**config.mk**
```make
export PLATFORM = sky130hd
export DESIGN_NAME = otn_frame_rec_flat
export DESIGN_NICKNAME = d
export VERILOG_FILES = /design/src/rtl/otn_frame_rec_if.sv /design/src/rtl/otn_frame_rec.sv /design/src/flat_wrapper.sv
export SDC_FILE = /design/constraint.sdc
export NUM_CORES = 1
export LEC_CHECK = 0
export ABC_AREA = 1
export BUFFER_PORTS_ARGS = -buffer_cell sky130_fd_sc_hd__buf_2
export CORE_MARGIN = 2
export CORE_UTILIZATION = 51
export CTS_BUF_LIST = sky130_fd_sc_hd__clkbuf_2 sky130_fd_sc_hd__clkbuf_4 sky130_fd_sc_hd__clkbuf_8
export DETAILED_ROUTE_END_ITERATION = 7
export PLACE_DENSITY = 0.68
export SYNTH_ARGS = -nofsm -noshare
export SYNTH_HDL_FRONTEND = slang
export SYNTH_SLANG_ARGS = --single-unit
```
**constraint.sdc**
```tcl
create_clock -name i_clk -period 2.3 [get_ports i_clk]
set_input_delay 0.345 -clock i_clk [delete_from_list [all_inputs] [get_ports i_clk]]
set_output_delay 0.345 -clock i_clk [all_outputs]
set_load 0.01 [all_outputs]
```
**src/rtl/otn_frame_rec_if.sv**
```systemverilog
// OTN receive bundle: recovered bytes toward the demapper
// and the frame-check verdict coming back.
interface otn_frame_rec_if;
  logic [7:0] o_frame_data;
  logic       o_frame_data_valid;
  logic       o_frame_data_fas;
  logic       o_frame_done;
  logic       i_frame_check_valid;
  logic       i_frame_check_ok;

  modport master (
    output o_frame_data,
    output o_frame_data_valid,
    output o_frame_data_fas,
    output o_frame_done,
    input  i_frame_check_valid,
    input  i_frame_check_ok
  );

  modport slave (
    input  o_frame_data,
    input  o_frame_data_valid,
    input  o_frame_data_fas,
    input  o_frame_done,
    output i_frame_check_valid,
    output i_frame_check_ok
  );
endinterface

```
**src/rtl/otn_frame_rec.sv**
```systemverilog
// OTN serial frame receiver: bit recovery, FAS hunt, LSB-first
// deserializer and start/ACK/stop reply for ARQ.
module otn_frame_rec #(
  parameter int BIT_TICKS   = 20,
  parameter int SAMPLE_TICK = 9,
  parameter int FRAME_BYTES = 4164
) (
  input  logic            i_clk,
  input  logic            i_rst,
  input  logic            i_sclk_en_16_x_baud,
  input  logic            i_otn_rx_data,
  input  logic            i_arq_en,
  output logic            o_otn_tx_ack,
  otn_frame_rec_if.master dmp
);
  localparam int PW = $clog2(BIT_TICKS);
  localparam logic [PW-1:0] PH_LAST = PW'(BIT_TICKS - 1);
  localparam logic [PW-1:0] PH_SMP  = PW'(SAMPLE_TICK);
  localparam logic [PW-1:0] PH_ONE  = PW'(1);
  localparam logic [12:0]   CNT_END = 13'(FRAME_BYTES - 7);
  localparam logic [47:0]   FAS     = 48'h28_28_28_F6_F6_F6;

  typedef enum logic [2:0] {
    HUNT, DATA, CHECK_WAIT, ACK_START, ACK_BIT, ACK_STOP
  } state_e;

  state_e        state_q, state_d;
  logic [1:0]    sync_q;
  logic          last_q;
  logic [PW-1:0] phase_q, phase_d;
  logic [PW-1:0] tx_q, tx_d;
  logic [47:0]   sr_q, sr_d;
  logic [7:0]    asm_q, asm_d;
  logic [2:0]    bit_q, bit_d;
  logic [12:0]   cnt_q, cnt_d;
  logic [7:0]    data_q, data_d;
  logic          ackbit_q, ackbit_d;
  logic          ack_q, ack_d;
  logic          valid_q, valid_d;
  logic          fas_q, fas_d;
  logic          done_q, done_d;
  logic          rx, edge_w, tick, sample;

  assign rx     = sync_q[1];
  assign edge_w = rx ^ last_q;
  assign tick   = i_sclk_en_16_x_baud;
  assign sample = tick && (phase_q == PH_SMP);

  always_comb begin
    state_d  = state_q;
    phase_d  = phase_q;
    tx_d     = tx_q;
    sr_d     = sr_q;
    asm_d    = asm_q;
    bit_d    = bit_q;
    cnt_d    = cnt_q;
    data_d   = data_q;
    ackbit_d = ackbit_q;
    valid_d  = 1'b0;
    fas_d    = 1'b0;
    done_d   = 1'b0;
    ack_d    = 1'b1;
    // edges re-center the sample point regardless of tick
    if (edge_w) begin
      phase_d = '0;
    end else if (tick) begin
      phase_d = (phase_q == PH_LAST) ? '0 : phase_q + PH_ONE;
    end
    unique case (state_q)
      HUNT: begin
        cnt_d = '0;
        if (sample) begin
          sr_d = {rx, sr_q[47:1]};
          if (sr_d == FAS) begin
            fas_d   = 1'b1;
            bit_d   = '0;
            state_d = DATA;
          end
        end
      end
      DATA: begin
        if (sample) begin
          asm_d = {rx, asm_q[7:1]};
          bit_d = bit_q + 3'd1;
          if (bit_q == 3'd7) begin
            data_d  = asm_d;
            valid_d = 1'b1;
            cnt_d   = cnt_q + 13'd1;
            if (cnt_q == CNT_END) begin
              done_d = 1'b1;
              if (i_arq_en) begin
                state_d = CHECK_WAIT;
              end else begin
                state_d = HUNT;
                sr_d    = '0;
              end
            end
          end
        end
      end
      CHECK_WAIT: begin
        if (dmp.i_frame_check_valid) begin
          ackbit_d = dmp.i_frame_check_ok;
          tx_d     = '0;
          state_d  = ACK_START;
        end
      end
      ACK_START, ACK_BIT, ACK_STOP: begin
        if (tick) begin
          tx_d = tx_q + PH_ONE;
          if (tx_q == PH_LAST) begin
            tx_d = '0;
            if (state_q == ACK_START) begin
              state_d = ACK_BIT;
            end else if (state_q == ACK_BIT) begin
              state_d = ACK_STOP;
            end else begin
              state_d = HUNT;
              sr_d    = '0;
            end
          end
        end
      end
      default: state_d = HUNT;
    endcase
    case (state_d)
      ACK_START, ACK_STOP: ack_d = 1'b0;
      ACK_BIT:             ack_d = ackbit_d;
      default:             ack_d = 1'b1;
    endcase
  end

  always_ff @(posedge i_clk) begin
    if (i_rst) begin
      state_q  <= HUNT;
      sync_q   <= 2'b11;
      last_q   <= 1'b1;
      phase_q  <= '0;
      tx_q     <= '0;
      sr_q     <= '0;
      asm_q    <= '0;
      bit_q    <= '0;
      cnt_q    <= '0;
      data_q   <= '0;
      ackbit_q <= 1'b0;
      ack_q    <= 1'b1;
      valid_q  <= 1'b0;
      fas_q    <= 1'b0;
      done_q   <= 1'b0;
    end else begin
      state_q  <= state_d;
      sync_q   <= {sync_q[0], i_otn_rx_data};
      last_q   <= rx;
      phase_q  <= phase_d;
      tx_q     <= tx_d;
      sr_q     <= sr_d;
      asm_q    <= asm_d;
      bit_q    <= bit_d;
      cnt_q    <= cnt_d;
      data_q   <= data_d;
      ackbit_q <= ackbit_d;
      ack_q    <= ack_d;
      valid_q  <= valid_d;
      fas_q    <= fas_d;
      done_q   <= done_d;
    end
  end

  assign o_otn_tx_ack           = ack_q;
  assign dmp.o_frame_data       = data_q;
  assign dmp.o_frame_data_valid = valid_q;
  assign dmp.o_frame_data_fas   = fas_q;
  assign dmp.o_frame_done       = done_q;
endmodule

```
**src/flat_wrapper.sv**
```systemverilog
// flat-port wrapper written by rule: the top's interface ports become plain ports
module otn_frame_rec_flat 
#(
  parameter int BIT_TICKS   = 20,
  parameter int SAMPLE_TICK = 9,
  parameter int FRAME_BYTES = 4164
)
  (i_clk, i_rst, i_sclk_en_16_x_baud, i_otn_rx_data, i_arq_en, o_otn_tx_ack, dmp_o_frame_data, dmp_o_frame_data_valid, dmp_o_frame_data_fas, dmp_o_frame_done, dmp_i_frame_check_valid, dmp_i_frame_check_ok);
  otn_frame_rec_if dmp_i ();
  input  logic i_clk;
  input  logic i_rst;
  input  logic i_sclk_en_16_x_baud;
  input  logic i_otn_rx_data;
  input  logic i_arq_en;
  output logic o_otn_tx_ack;
  output wire logic [$bits(dmp_i.o_frame_data)-1:0] dmp_o_frame_data;
  output wire logic [$bits(dmp_i.o_frame_data_valid)-1:0] dmp_o_frame_data_valid;
  output wire logic [$bits(dmp_i.o_frame_data_fas)-1:0] dmp_o_frame_data_fas;
  output wire logic [$bits(dmp_i.o_frame_done)-1:0] dmp_o_frame_done;
  input wire logic [$bits(dmp_i.i_frame_check_valid)-1:0] dmp_i_frame_check_valid;
  input wire logic [$bits(dmp_i.i_frame_check_ok)-1:0] dmp_i_frame_check_ok;
  assign dmp_o_frame_data = dmp_i.o_frame_data;
  assign dmp_o_frame_data_valid = dmp_i.o_frame_data_valid;
  assign dmp_o_frame_data_fas = dmp_i.o_frame_data_fas;
  assign dmp_o_frame_done = dmp_i.o_frame_done;
  assign dmp_i.i_frame_check_valid = dmp_i_frame_check_valid;
  assign dmp_i.i_frame_check_ok = dmp_i_frame_check_ok;
  otn_frame_rec #(.BIT_TICKS(BIT_TICKS), .SAMPLE_TICK(SAMPLE_TICK), .FRAME_BYTES(FRAME_BYTES)) u_core (.i_clk(i_clk), .i_rst(i_rst), .i_sclk_en_16_x_baud(i_sclk_en_16_x_baud), .i_otn_rx_data(i_otn_rx_data), .i_arq_en(i_arq_en), .o_otn_tx_ack(o_otn_tx_ack), .dmp(dmp_i));
endmodule
```
==> results of run 1 <==
[flip-flops by register name, indices dropped and copies added, names as in the netlist, 3 cells and up]
signal / count
u_core.sr_q: 47
u_core.cnt_q: 13
u_core.dmp.o_frame_data: 8
u_core.asm_q: 7
u_core.phase_q: 5
u_core.tx_q: 5
u_core.bit_q: 3
u_core.state_q: 3
[metrics by stage]
step / std cells / setup slack [ns]
after CTS: 871 / 0.283
after global routing: 871 / 0.0107
after floorplan: 739 / 0.661
after detailed placement: 856 / 0.313
final: 871 / 0.265
after global placement: 856 / 0.381
[kinds of logic (layout without fill, tap and decap cells)]
logic type      after synthesis  in the layout  share of synthesized area
simple gates                439            439                      0.371
flops                        99             99                      0.404
buf+inv                      97            100                     0.0933
compound gates               92             92                      0.105
fa+ha+maj                     7              7                     0.0178
xor+xnor                      5              5                    0.00892
[critical path, cell delays in order (launching register included)]
cell and delay, ns:
dfxtp_1 0.50, inv_1 0.15, o21ai_4 0.90, nand2_1 0.11
nand3_1 0.13, nand2_1 0.06, nor2_1 0.11
[layout make-up]
type	instances	area, um^2	share of cell area
repair buffers	26	200	0.0381
well taps	129	161	0.0307
inverters	59	221	0.0422
clock buffers	11	145	0.0276
clock inverters	4	51.3	0.00977
multi-input cells	543	2490	0.474
flip-flops and latches	99	1980	0.378
[Yosys cell counts (all sizes together)]
| cell | count | area, um^2 |
|---|---|---|
| a21oi | 70 | 392 |
| a31oi | 1 | 6.26 |
| and2 | 1 | 6.26 |
| and3 | 1 | 6.26 |
| buf | 28 | 199 |
| clkbuf | 10 | 37.5 |
| dfxtp | 99 | 1980 |
| ha | 7 | 87.6 |
| inv | 59 | 221 |
| nand2 | 208 | 783 |
| nand3 | 80 | 400 |
| nand3b | 4 | 30.0 |
| nand4 | 8 | 50.1 |
| nor2 | 126 | 480 |
| nor3 | 5 | 25.0 |
| nor3b | 2 | 15.0 |
| o21a | 1 | 7.51 |
| o21ai | 19 | 103 |
| o41ai | 1 | 8.76 |
| or2 | 4 | 25.0 |
| xnor2 | 1 | 8.76 |
| xor2 | 4 | 35.0 |
[power groups by stage]
stage          Combinational, mW  Clock (mW)  Sequential, mW
2_1_floorplan              0.430           0            1.88
3_3_place_gp               0.476           0            1.90
3_5_place_dp               0.489           0            1.90
4_1_cts                    0.490        1.17            1.86
5_1_grt                    0.564        1.22            1.87
6_report                   0.487        1.12            1.86
[path summary, 6_finish.rpt]
check                    start               end  slack [ns]  depth (start not counted)
max          u_core.state_q[1]   u_core.sr_q[36]        0.26                          6
min reg2reg   u_core.sync_q[0]  u_core.sync_q[1]        0.43                          1
min              i_otn_rx_data  u_core.sync_q[0]        0.17                          2
max reg2reg  u_core.state_q[1]   u_core.sr_q[36]        0.26                          6
[per-layer routing]
layer	GRT usage	vias to the layer above	routed length, um
met5	0	-	0
met4	0.0769	0	156
met3	0.0458	12	320
met2	0.343	64	4780
met1	0.246	1984	4550
li1	-	2343	-
==> results by group, run 1 <==
Logic synthesis
  • Post-Synthesis Cell Area: 4910 um^2
  • Synth Net Count: 753
  • YS warnings: 0
  • Register bit total from synthesis: 99
  • Seq/Total Area, Yosys: 0.404
  • Post-synthesis cell count: 739
  • Mean cell area of the mapped netlist: 6.64 um^2
  • Unique masters post-synth: 32

Timing
  • Setup-failing EPs final: 0
  • Final Cycle Share: 0.885
  • RSZ-0062 raised after global routing: no
  • Setup TNS Final: 0 ns
  • Worst-Margin Slew: 1.13 ns
  • Final Hold Violating Endpoints: 0
  • Fin Clk Skew: 0.0144 ns
  • Tmin final: 2.04 ns
  • Max transition margin: 0.243
  • Hold_ws: 0.174 ns
  • Fmax: 0.491 GHz
  • Slew Limit Fails: 0

Pwr
  • Comb power frac: 0.141
  • Sw Share: 0.272
  • Pwr Total: 3.47 mW
  • Pint: 2.52 mW
  • Switch Pwr: 944 uW
  • Clk pwr share: 0.323
  • Power per cell area: 660 nW/um^2
  • Pleak: 2.14 nW
  • Peak supply drop: 0.000372 V
  • Seq pwr share: 0.537

Global routing
  • Largest net degree at the start of global routing: 95
  • Initial antenna violation count: 0
  • GRT Residual Overflow: 0
  • Tot GR Track Use: 0.200
  • Vias in the first global route: 3,865
  • Global-route wire length before repair: 16,900 um

Floorplanning
  • Die height: 102 um
  • Initial Utilization: 0.529
  • I/O Pins: 19
  • Die area: 10,400 um^2
  • Row count: 35
  • Core area: 9280 um^2
  • Die Wd: 102 um

Finish
  • Commonest non-fill, non-tap cells in the layout: 207 x nand2_1, 123 x nor2_1, 99 x dfxtp_1
  • Most common cell after layout, fill and taps aside: nand2_1
  • Filler instances: 920
  • Final Util: 0.565
  • Layout cells sized above 1: 0.0849
  • Final instance area: 5250 um^2
  • Nets: 752
  • Area Overhead vs Synth: 6.93%
  • Ant diodes: 0

Clock network
  • Cts bufs inserted: 9
  • Worst skew pair latency: 0.37 ns
  • Post-CTS sizing: 0
  • Clk buf depth: 2
  • Setup Buffers After CTS: 0
  • H-tree depth: 3
  • Root Driver: clkbuf_8
  • Cts hold-fix bufs: 0
  • Clock transition at path regs: 0.10 ns
  • CTS tree: done
  • CTS sink cnt: 99

Placed design
  • RePlAce Congestion: 0.837
  • Cell Area, Placed: 5050 um^2
  • Hpwl dp: 6460 um
  • IO buf count: 18

Drt
  • Via density: 5.06
  • Drt wl/cell: 11.3 um
  • DR vias: 4,403
  • # DRC: 0
  • Post-route antenna net violation count: 0
  • First drt pass iteration count: 5
  • Starting DRT DRC Count: 174
  • Total Routed Length: 9800 um

Worst setup path
  • Critical path endpoint category: flip-flop
  • Startpoint types: flip-flop
  • Critical path class: reg2reg
  • CP max FO: 47
  • CP Data Required Time: 2.60 ns
  • Critical path data arrival time: 2.34 ns

Job
  • Max_cap viols: 0

Status
  • Outcome: completed

Hold path
  • Worst hold path type: in2reg
Power figures use the tool's default switching activity.
==> run 2, diff against run 1 <==
--- a/config.mk
+++ b/config.mk
@@ -5,7 +5,6 @@
 export SDC_FILE = /design/constraint.sdc
 export NUM_CORES = 1
 export LEC_CHECK = 0
-export ABC_AREA = 1
 export BUFFER_PORTS_ARGS = -buffer_cell sky130_fd_sc_hd__buf_2
 export CORE_MARGIN = 2
 export CORE_UTILIZATION = 51
==> run 2 against run 1 <==
Compared with the run above: critical path depth fell by 1; clock power fell by 4%; clock-buffer cell count fell by 2; sequential power fell by 7%; register-to-register slack got worse by 0.06 ns; first-iteration DRC count fell by 28%; flip-flop and latch count did not move; worst hold slack got worse by 0.025 ns; synthesized area fell by 9.5%; maximum frequency fell by 2.8%.
==> results by group, run 2 <==
Timing
  • RSZ-0062 raised after global routing: no
  • Hold_ws: 0.150 ns (-0.0247 ns)
  • Final Cycle Share: 0.911 (+0.0259)
  • Fin Clk Skew: 0.0140 ns (-0.000430 ns)
  • Slew Limit Fails: 0 (unchanged)
  • Setup-failing EPs final: 0 (unchanged)
  • Setup TNS Final: 0 ns (unchanged)
  • Worst-Margin Slew: 0.490 ns (-0.640 ns)
  • Fmax: 0.477 GHz (-2.8%)
  • Max transition margin: 0.670 (+0.427)
  • Final Hold Violating Endpoints: 0 (unchanged)
  • Tmin final: 2.09 ns (+0.0596 ns)

Worst setup path
  • CP Data Required Time: 2.55 ns (-0.05 ns)
  • Startpoint types: flip-flop
  • Critical path data arrival time: 2.35 ns (about the same)
  • Critical path, cell by cell: or4b_1 -> nor4_2 -> nand4_1 -> o311a_1 -> a221o_1
  • Worst reg2reg path depth: 5 (-1)
  • Top Family by Delay on Critical Path: simple AND/OR/NAND/NOR gates
  • CP max stage cell: or4b_1
  • Critical path endpoint category: flip-flop
  • CP max stage delay: 0.55 ns (-0.35 ns)
  • Critical path class: reg2reg
  • CP Buf/Inv Count: 0 (-1)
  • CP max FO: 3 (-94%)
  • WP depth: 5 (-1)

Clock network
  • CTS tree: done
  • Clk buf depth: 2 (unchanged)
  • Setup Buffers After CTS: 0 (unchanged)
  • Cts bufs inserted: 9 (unchanged)
  • Clock transition at path regs: 0.11 ns (about the same)
  • H-tree depth: 3 (unchanged)
  • Worst skew pair latency: 0.37 ns (about the same)
  • Cts hold-fix bufs: 0 (unchanged)
  • Root Driver: clkbuf_8
  • CTS sink cnt: 99 (unchanged)
  • Post-CTS sizing: 0 (unchanged)

Pwr
  • Power per cell area: 616 nW/um^2 (-6.7%)
  • Pleak: 1.93 nW (-9.8%)
  • Pint: 2.22 mW (-12%)
  • Peak supply drop: 0.000390 V (+4.7%)
  • Switch Pwr: 775 uW (-18%)
  • Clk pwr share: 0.357 (+0.034)
  • Sw Share: 0.258 (-0.0140)
  • Comb power frac: 0.066 (-0.075)
  • Seq pwr share: 0.577 (+0.040)
  • Pwr Total: 3.00 mW (-13%)

Logic synthesis
  • Yosys top cell by area: dfxtp_1
  • Area contributors post-synth: dfxtp_1 45%, mux2i_1 13%, nand2b_1 6.9%
  • Seq/Total Area, Yosys: 0.446 (+0.0424)
  • Synth Net Count: 500 (-34%)
  • Commonest cells post-synth: 99 x dfxtp_1, 73 x nand2_1, 57 x mux2i_1, 49 x nand2b_1, 43 x nor2_1
  • Mean cell area of the mapped netlist: 9.14 um^2 (+38%)
  • Top cell type's share of synthesized area: 0.446 (+0.0424)
  • YS warnings: 0 (unchanged)
  • Register bit total from synthesis: 99 (unchanged)
  • Main synth FF type: dfxtp_1
  • Async SR Flop Fraction: 0 (unchanged)
  • Post-Synthesis Cell Area: 4440 um^2 (-9.5%)
  • Number of flops mapped to enable cells by yosys: 0 (unchanged)
  • Unique masters post-synth: 54 (+69%)
  • Count leader, synth: dfxtp_1
  • Post-synthesis cell count: 486 (-34%)

Floorplanning
  • Row count: 34 (-2.9%)
  • Core area: 8590 um^2 (-7.4%)
  • Die area: 9470 um^2 (-9.1%)
  • Die Wd: 97.3 um (-4.7%)
  • I/O Pins: 19 (unchanged)
  • Die height: 97.3 um (-4.7%)
  • Initial Utilization: 0.517 (-0.0118)

Finish
  • Most common cell after layout, fill and taps aside: dfxtp_1
  • Register with the highest flop count: u_core.sr_q
  • Layout cells sized above 1: 0.111 (+0.0260)
  • Ant diodes: 0 (unchanged)
  • Filler instances: 802 (-13%)
  • Area Overhead vs Synth: 9.52%
  • Nets: 514 (-32%)
  • Commonest non-fill, non-tap cells in the layout: 99 x dfxtp_1, 73 x nand2_1, 57 x mux2i_1
  • Largest register FFs: 47 (unchanged)
  • Final instance area: 4870 um^2 (-7.3%)

Global routing
  • GRT Residual Overflow: 0 (unchanged)
  • Largest net degree at the start of global routing: 48 (-49%)
  • Global-route wire length before repair: 14,400 um (-15%)
  • Tot GR Track Use: 0.183 (-0.0173)
  • Vias in the first global route: 3,105 (-20%)
  • Initial antenna violation count: 0 (unchanged)

Hold path
  • Hold Path Depth: 2 (unchanged)
  • Worst hold path type: in2reg

Job
  • Max_cap viols: 0 (unchanged)

Status
  • Outcome: completed

Drt
  • Drt wl/cell: 13.5 um (+20%)
  • # DRC: 0 (unchanged)
  • Starting DRT DRC Count: 126 (-28%)
  • First drt pass iteration count: 5 (unchanged)
  • Total Routed Length: 8270 um (-16%)
  • Via density: 5.35 (+5.9%)
  • DR vias: 3,282 (-25%)
  • Post-route antenna net violation count: 0 (unchanged)

Placed design
  • IO buf count: 18 (unchanged)
  • Hpwl dp: 5570 um (-14%)
  • Cell Area, Placed: 4670 um^2 (-7.5%)
  • RePlAce Congestion: 0.754 (-9.9%)
## run 2: cell types whose count changed in the layout (fill, tap and decap cells not counted), sizes merged, moves of 57 or more
cell	change
nand3	-65
nor2	-82
nand2	-135
a21oi	-57
mux2i	+57
## run 2: cell type report
cell class | count | area (um^2) | share of cell area
Tap cell | 108 | 135 | 0.0278
Multi-Input combinational cell | 355 | 2350 | 0.483
Clock buffer | 9 | 124 | 0.0255
Inverter | 6 | 22.5 | 0.00463
Sequential cell | 99 | 1980 | 0.407
Clock inverter | 7 | 67.6 | 0.0139
Timing Repair Buffer | 29 | 185 | 0.0381
## run 2: per-stage QoR
step / cells / utilization / setup WS [ns]
floorplan: 486 / - / 0.348
global placement: 597 / 0.544 / 0.276
detailed placement: 597 / 0.544 / 0.241
CTS: 613 / 0.566 / 0.195
global route: 613 / 0.566 / 0.0892
finish: 613 / 0.566 / 0.205
## run 2: cell families (layout without fill, tap and decap cells)
group	Yosys count	in the layout	synth area share
buf+inv	32	51	0.0318
compound gates	37	37	0.0558
mux	57	57	0.128
fa+ha+maj	7	7	0.0197
flops	99	99	0.446
xor+xnor	19	19	0.0375
simple gates	235	235	0.281
## run 2: power groups by stage
stage               logic [mW]  clock network (mW)  registers, mW
floorplan                0.151                   0           1.77
global placement         0.197                   0           1.77
detailed placement       0.197                   0           1.77
CTS                      0.199                1.11           1.73
global route             0.213                1.17           1.73
finish                   0.198                1.07           1.73
## run 2: per-layer routing
metal | track usage | wire [um] | up-vias
met5 | 0 | 0 | -
met3 | 0.0489 | 201 | 9
met4 | 0.0417 | 61 | 0
met2 | 0.305 | 3950 | 31
met1 | 0.240 | 4060 | 1550
li1 | - | - | 1692
## run 2: final timing paths
path	slack, ns	from	endpoint
worst max register to register	0.21	u_core.sr_q[32]	u_core.o_otn_tx_ack
worst min register to register	0.43	u_core.sync_q[0]	u_core.sync_q[1]
worst min-delay path	0.15	i_otn_rx_data	u_core.sync_q[0]
worst max-delay path	0.21	u_core.sr_q[32]	u_core.o_otn_tx_ack
## run 2: worst reg2reg max path: cells and delay by family (launching register included)
kind / cells / cell delay, ns
AND/OR/NAND/NOR: 3 / 1.01
AO/OA/AOI/OAI: 2 / 0.63
flip-flops: 1 / 0.34
